--- config.mk ---
export PLATFORM = sky130hd
export DESIGN_NAME = fetch_ctrl
export DESIGN_NICKNAME = d
export VERILOG_FILES = /design/src/rtl/friscv_pkg.sv /design/src/rtl/fetch_ctrl_sat_counter.sv /design/src/rtl/fetch_ctrl.sv
export SDC_FILE = /design/constraint.sdc
export NUM_CORES = 1
export LEC_CHECK = 0
export BUFFER_PORTS_ARGS = -buffer_cell sky130_fd_sc_hd__buf_2
export CORE_MARGIN = 2
export CORE_UTILIZATION = 35
export CTS_BUF_LIST = sky130_fd_sc_hd__clkbuf_16
export DETAILED_ROUTE_END_ITERATION = 6
export PLACE_DENSITY = 0.7
export SLEW_MARGIN = 40
export SYNTH_ARGS = -nofsm -noshare
export SYNTH_HDL_FRONTEND = slang
export SYNTH_SLANG_ARGS = --single-unit
--- constraint.sdc ---
create_clock -name clk -period 1.6 [get_ports clk]
set_clock_uncertainty 0.05 [all_clocks]
set_input_delay 0.16 -clock clk [delete_from_list [all_inputs] [get_ports clk]]
set_output_delay 0.16 -clock clk [all_outputs]
set_load 0.1 [all_outputs]
--- src/rtl/friscv_pkg.sv ---
`default_nettype none
// ============================================================================
// Module      : friscv_pkg
// Description : Shared types and constants for the FRiscV core: XLEN, the
//               trap vector, PC source select encoding, fetch FSM states and
//               performance counter width.
// Revision    : 1.0 - initial release
// ============================================================================
package friscv_pkg;

    localparam int XLEN       = 32;
    localparam int PERF_CNT_W = 32;

    // Address the fetch stage jumps to when a trap is taken
    localparam logic [XLEN-1:0] EXCEPTION_ADDRESS = 32'h0000_0100;

    typedef enum logic [1:0] {
        PC_SRC_IMM = 2'b00,
        PC_SRC_INC = 2'b01,
        PC_SRC_EXC = 2'b10,
        PC_SRC_RSV = 2'b11
    } pc_src_t;

    typedef enum logic [1:0] {
        IDLE       = 2'b00,
        RUN        = 2'b01,
        TRAP_DRAIN = 2'b10,
        TRAP_JUMP  = 2'b11
    } fetch_state_t;

endpackage : friscv_pkg
`default_nettype wire

--- src/rtl/fetch_ctrl_sat_counter.sv ---
`default_nettype none
// ============================================================================
// Module      : sat_counter
// Description : Up-counter that sticks at all-ones instead of wrapping.
//               Cleared by the asynchronous active-low reset.
// Revision    : 1.0 - initial release
// ============================================================================
module sat_counter #(
    parameter int WIDTH = 32
) (
    input  logic             clk,
    input  logic             rst_n,
    input  logic             inc_in,
    output logic [WIDTH-1:0] cnt_out
);

    logic [WIDTH-1:0] r_cnt;

    // Count enabled events, holding once every bit is set
    always_ff @(posedge clk or negedge rst_n) begin
        if (!rst_n) begin
            r_cnt <= '0;
        end else if (inc_in && (r_cnt != {WIDTH{1'b1}})) begin
            r_cnt <= r_cnt + {{(WIDTH-1){1'b0}}, 1'b1};
        end
    end

    assign cnt_out = r_cnt;

endmodule : sat_counter
`default_nettype wire

--- src/rtl/fetch_ctrl.sv ---
`default_nettype none
// ============================================================================
// Module      : fetch_ctrl
// Description : Fetch-stage sequencer. Arbitrates exception > branch >
//               load-use stall > imem wait, drives PC select/enable, fetch
//               request and pipeline flush/hold, and runs the trap-entry
//               drain/jump sequence.
//               Optional macro FETCH_CTRL_PERF_CNT_EN adds saturating
//               stall/flush performance counters (tied to 0 otherwise).
// Revision    : 1.0 - initial release
// ============================================================================
module fetch_ctrl
    import friscv_pkg::*;
#(
    parameter int TRAP_DRAIN_CYCLES = 2
) (
    input  logic                  clk,
    input  logic                  rst_n,
    input  logic                  imem_ack_in,
    input  logic                  branch_taken_in,
    input  logic                  stall_in,
    input  logic                  exception_in,
    input  logic [XLEN-1:0]       exc_pc_in,
    output logic [1:0]            pc_src_out,
    output logic                  pc_en_out,
    output logic                  imem_req_out,
    output logic                  if_id_hold_out,
    output logic                  if_id_flush_out,
    output logic                  id_ex_flush_out,
    output logic                  ex_mem_flush_out,
    output logic [XLEN-1:0]       epc_out,
    output logic [PERF_CNT_W-1:0] stall_cnt_out,
    output logic [PERF_CNT_W-1:0] flush_cnt_out
);

    // Drain counter preload: counts down to 0, giving TRAP_DRAIN_CYCLES cycles
    localparam logic [3:0] C_DRAIN_INIT = 4'(TRAP_DRAIN_CYCLES - 1);

    fetch_state_t    r_state;
    fetch_state_t    w_next_state;
    logic [3:0]      r_drain_cnt;
    logic [3:0]      w_drain_cnt_next;
    logic [XLEN-1:0] r_epc;
    logic            w_epc_load;
    pc_src_t         w_pc_src;

    // State, drain counter and captured EPC
    always_ff @(posedge clk or negedge rst_n) begin
        if (!rst_n) begin
            r_state     <= IDLE;
            r_drain_cnt <= 4'd0;
            r_epc       <= '0;
        end else begin
            r_state     <= w_next_state;
            r_drain_cnt <= w_drain_cnt_next;
            if (w_epc_load) begin
                r_epc <= exc_pc_in;
            end
        end
    end

    // Next-state and output decode; RUN applies the priority chain
    always_comb begin
        w_next_state     = r_state;
        w_drain_cnt_next = r_drain_cnt;
        w_epc_load       = 1'b0;
        w_pc_src         = PC_SRC_INC;
        pc_en_out        = 1'b0;
        imem_req_out     = 1'b0;
        if_id_hold_out   = 1'b0;
        if_id_flush_out  = 1'b0;
        id_ex_flush_out  = 1'b0;
        ex_mem_flush_out = 1'b0;

        case (r_state)
            IDLE: begin
                w_next_state = RUN;
            end
            RUN: begin
                imem_req_out = 1'b1;
                if (exception_in) begin
                    w_epc_load       = 1'b1;
                    if_id_flush_out  = 1'b1;
                    id_ex_flush_out  = 1'b1;
                    ex_mem_flush_out = 1'b1;
                    w_drain_cnt_next = C_DRAIN_INIT;
                    w_next_state     = TRAP_DRAIN;
                end else if (branch_taken_in) begin
                    // Redirect regardless of ack; the un-acked fetch is dropped
                    w_pc_src        = PC_SRC_IMM;
                    pc_en_out       = 1'b1;
                    if_id_flush_out = 1'b1;
                    id_ex_flush_out = 1'b1;
                end else if (stall_in) begin
                    if_id_hold_out  = 1'b1;
                    id_ex_flush_out = 1'b1;
                end else if (!imem_ack_in) begin
                    if_id_flush_out = 1'b1;
                end else begin
                    pc_en_out = 1'b1;
                end
            end
            TRAP_DRAIN: begin
                if_id_flush_out  = 1'b1;
                id_ex_flush_out  = 1'b1;
                ex_mem_flush_out = 1'b1;
                if (r_drain_cnt != 4'd0) begin
                    w_drain_cnt_next = r_drain_cnt - 4'd1;
                end else begin
                    w_next_state = TRAP_JUMP;
                end
            end
            TRAP_JUMP: begin
                w_pc_src        = PC_SRC_EXC;
                pc_en_out       = 1'b1;
                if_id_flush_out = 1'b1;
                w_next_state    = RUN;
            end
            default: begin
                w_next_state = IDLE;
            end
        endcase
    end

    assign pc_src_out = w_pc_src;
    assign epc_out    = r_epc;

`ifdef FETCH_CTRL_PERF_CNT_EN
    logic w_stall_inc;
    logic w_flush_inc;

    // Stall: RUN cycles that do not advance the PC.
    // Flush: taken branches plus trap entries (exception has priority).
    assign w_stall_inc = (r_state == RUN) && !pc_en_out;
    assign w_flush_inc = (r_state == RUN) && (exception_in || branch_taken_in);

    sat_counter #(.WIDTH(PERF_CNT_W)) u_stall_cnt (
        .clk     (clk),
        .rst_n   (rst_n),
        .inc_in  (w_stall_inc),
        .cnt_out (stall_cnt_out)
    );

    sat_counter #(.WIDTH(PERF_CNT_W)) u_flush_cnt (
        .clk     (clk),
        .rst_n   (rst_n),
        .inc_in  (w_flush_inc),
        .cnt_out (flush_cnt_out)
    );
`else
    assign stall_cnt_out = '0;
    assign flush_cnt_out = '0;
`endif

endmodule : fetch_ctrl
`default_nettype wire

==> flow_metrics.tcl <==
set metrics [dict create \
    dp_cells 357 \
    ios 142 \
    gp_congestion 0.791 \
    num_antenna_cells 0 \
    clockBufferDepth 2 \
    grt_max_degree 39 \
    cp.arrival_ns 1.53 \
    fp.dieH_um 85.8 \
    setup_viol 7 \
    finalNonFillerCells 382 \
    synth-compound-area-share 0.0422 \
    insertion_delay_ns 0.28 \
    cts_root_buffer "clkbuf_16" \
    synth_cell_type_count 31 \
    tns_ns -0.691 \
    period_needed_ns 1.74 \
    ys_async_sr_fraction 1.00 \
    drv_slew 0 \
    syn_area_um2 2340 \
    viasPerCell 4.02 \
    cts_inserted_buffers 5 \
    first_pass_iters 7 \
    synth_xor_area_frac 0 \
    synth_edf_count 0 \
    drtAntennaViolNets 0 \
    worst-path-max-fanout 4 \
    place_hpwl_um 3190 \
    place_area_um2 2870 \
    die_width_um 85.8 \
    drc_errors 13 \
    synth.avg_cell_area_um2 12.1 \
    final-hold-violation-count 0 \
    holdWs_ns 0.0608 \
    globalRouteTotalUtil 0.121 \
    numPortBuffers 77 \
    wl_um 4560 \
    post-route-cell-area_um2 3350 \
    cp-end-kind "output port" \
    rows 29 \
    cap_violations 0 \
    fmax_ghz 0.575 \
    grt_pass1_vias 1468 \
    cts_tree "done" \
    drive_above_1_share 0.587 \
    synth.area.mux_share 0.218 \
    detail_route.wl_per_cell_um 11.9 \
    grt_pass1_wl_um 6970 \
    yosys.area_share.simple 0.0513 \
    status "finished, violations left" \
    cts_sinks 38 \
    synth_top_area_frac 0.406 \
    dieArea_um2 7360 \
    violations "DRC, setup timing" \
    htreeDepth 2 \
    syn-instance-count 194 \
    cp.required_ns 1.39 \
    synthAdderAreaFrac 0.0374 \
    ys_ff_latch 38 \
    yosys-top-cells-area "dfrtp_1, buf_4, mux2_4" \
    synth_ff_type "dfrtp_1" \
    period_share 1.09 \
    crit_type "register to output port" \
    ys_warn_count 0 \
    grt_antenna_before_repair 0 \
    grt_overflow_total 0 \
    synth_top_family_by_area "buffers and inverters" \
    start_util 0.365 \
    hp-class "input pin to register" \
    nNetsFinal 349 \
    cts.clk_slew.worst_paths_ns 0.06 \
    drt_iter0_drc 42 \
    layout_setup_ws_ns -0.139 \
    syn2layout_area_growth_pct 42.9 \
    design.core.area_um2 6420 \
    yosysTopAreaCell "dfrtp_1" \
    rsz0062_at_grt "true" \
    yosysSeqAreaShare 0.406 \
    cp-start-kind "register" \
    vias 1536 \
]
synthesized netlist by cell type, types with 3 or more instances:
master   count
o21a_1       3
ha_1         7
buf_6        5
a21oi_1      3
mux2_4      29
mux2_2       3
mux2i_1      3
dfrtp_1     38
o21ai_0      3
buf_4       64
nor2_1       6
inv_1        6
final timing paths:
kind                                         start                       to  slack [ns]  cells past startpoint
max in group asynchronous                    rst_n   r_state[0]$_DFFE_PN0P_        0.73                      3
max                         r_state[1]$_DFFE_PN0P_          id_ex_flush_out       -0.14                      7
max reg2reg                 r_state[1]$_DFFE_PN0P_   r_state[1]$_DFFE_PN0P_       -0.04                      6
min                                  exc_pc_in[27]  epc_out[27]$_DFFE_PN0P_        0.06                      2
min reg2reg                epc_out[10]$_DFFE_PN0P_  epc_out[10]$_DFFE_PN0P_        0.45                      1
min in group asynchronous                    rst_n   epc_out[5]$_DFFE_PN0P_        0.42                      3
per-stage QoR:
stage / setup slack (ns) / utilization
after global routing: -0.191 / 0.521
after CTS: -0.132 / 0.505
after detailed placement: -0.0829 / 0.447
after floorplan: -0.683 / -
final: -0.139 / 0.521
after global placement: -0.0369 / 0.447
per-layer routing:
| layer | vias up | track usage | routed length, um |
|---|---|---|---|
| met5 | - | 0 | 0 |
| met4 | 0 | 0.0519 | 42 |
| met3 | 5 | 0.0241 | 340 |
| met2 | 82 | 0.200 | 2260 |
| met1 | 717 | 0.154 | 1920 |
| li1 | 732 | - | - |
layout make-up:
type                       count  area (um^2)
clock buffer                   5          125
clock inverter                 3         68.8
fill                         564         3080
inverter                       6         27.5
multi-input combinational    142         1230
sequential                    38          952
tap                           77         96.3
timing repair buffer         111          850
logic make-up after synthesis:
| logic type | after synthesis |
|---|---|
| compound gates | 14 |
| buf+inv | 77 |
| simple gates | 21 |
| fa+ha+maj | 7 |
| other cells | 1 |
| flops | 38 |
| mux | 36 |
critical path: stages, from the launching register on:
cell and delay (ns):
dfrtp_1 0.41, inv_2 0.07, ha_4 0.17, buf_6 0.13, inv_6 0.07, nor2_4 0.04, o21a_4 0.20, buf_12 0.16
cell usage in the layout, fill, tap and decap left out, types with 2 or more instances in the layout:
cell / netlist / final
mux2i_1: 3 / 3
bufinv_16: 0 / 2
conb_1: 1 / 64
inv_2: 0 / 4
o21ai_0: 3 / 2
nor2_1: 6 / 3
nor2_2: 0 / 2
clkbuf_16: 0 / 7
ha_1: 7 / 2
buf_2: 2 / 69
buf_4: 64 / 22
ha_4: 0 / 5
o21a_4: 0 / 2
dfrtp_1: 38 / 37
buf_12: 0 / 10
nor2b_1: 2 / 2
mux2_4: 29 / 33
o31ai_1: 2 / 2
a21oi_4: 1 / 2
buf_6: 5 / 7
repair_timing:
action	in CTS	in global routing
pin swaps	6	2
resized for setup	19	10
cloned	0	2
setup buffers	11	3
hold endpoints to repair	38	0
hold buffers	1	0
endpoints found under the setup margin	27	31
state kept, by name (all words and copies together), names as in the netlist:
signal,cells
r_drain_cnt,4
epc_out,32
r_state,2
Power is not shown: default switching activity piles up to over one toggle a cycle in this logic, so the estimate is an artifact.
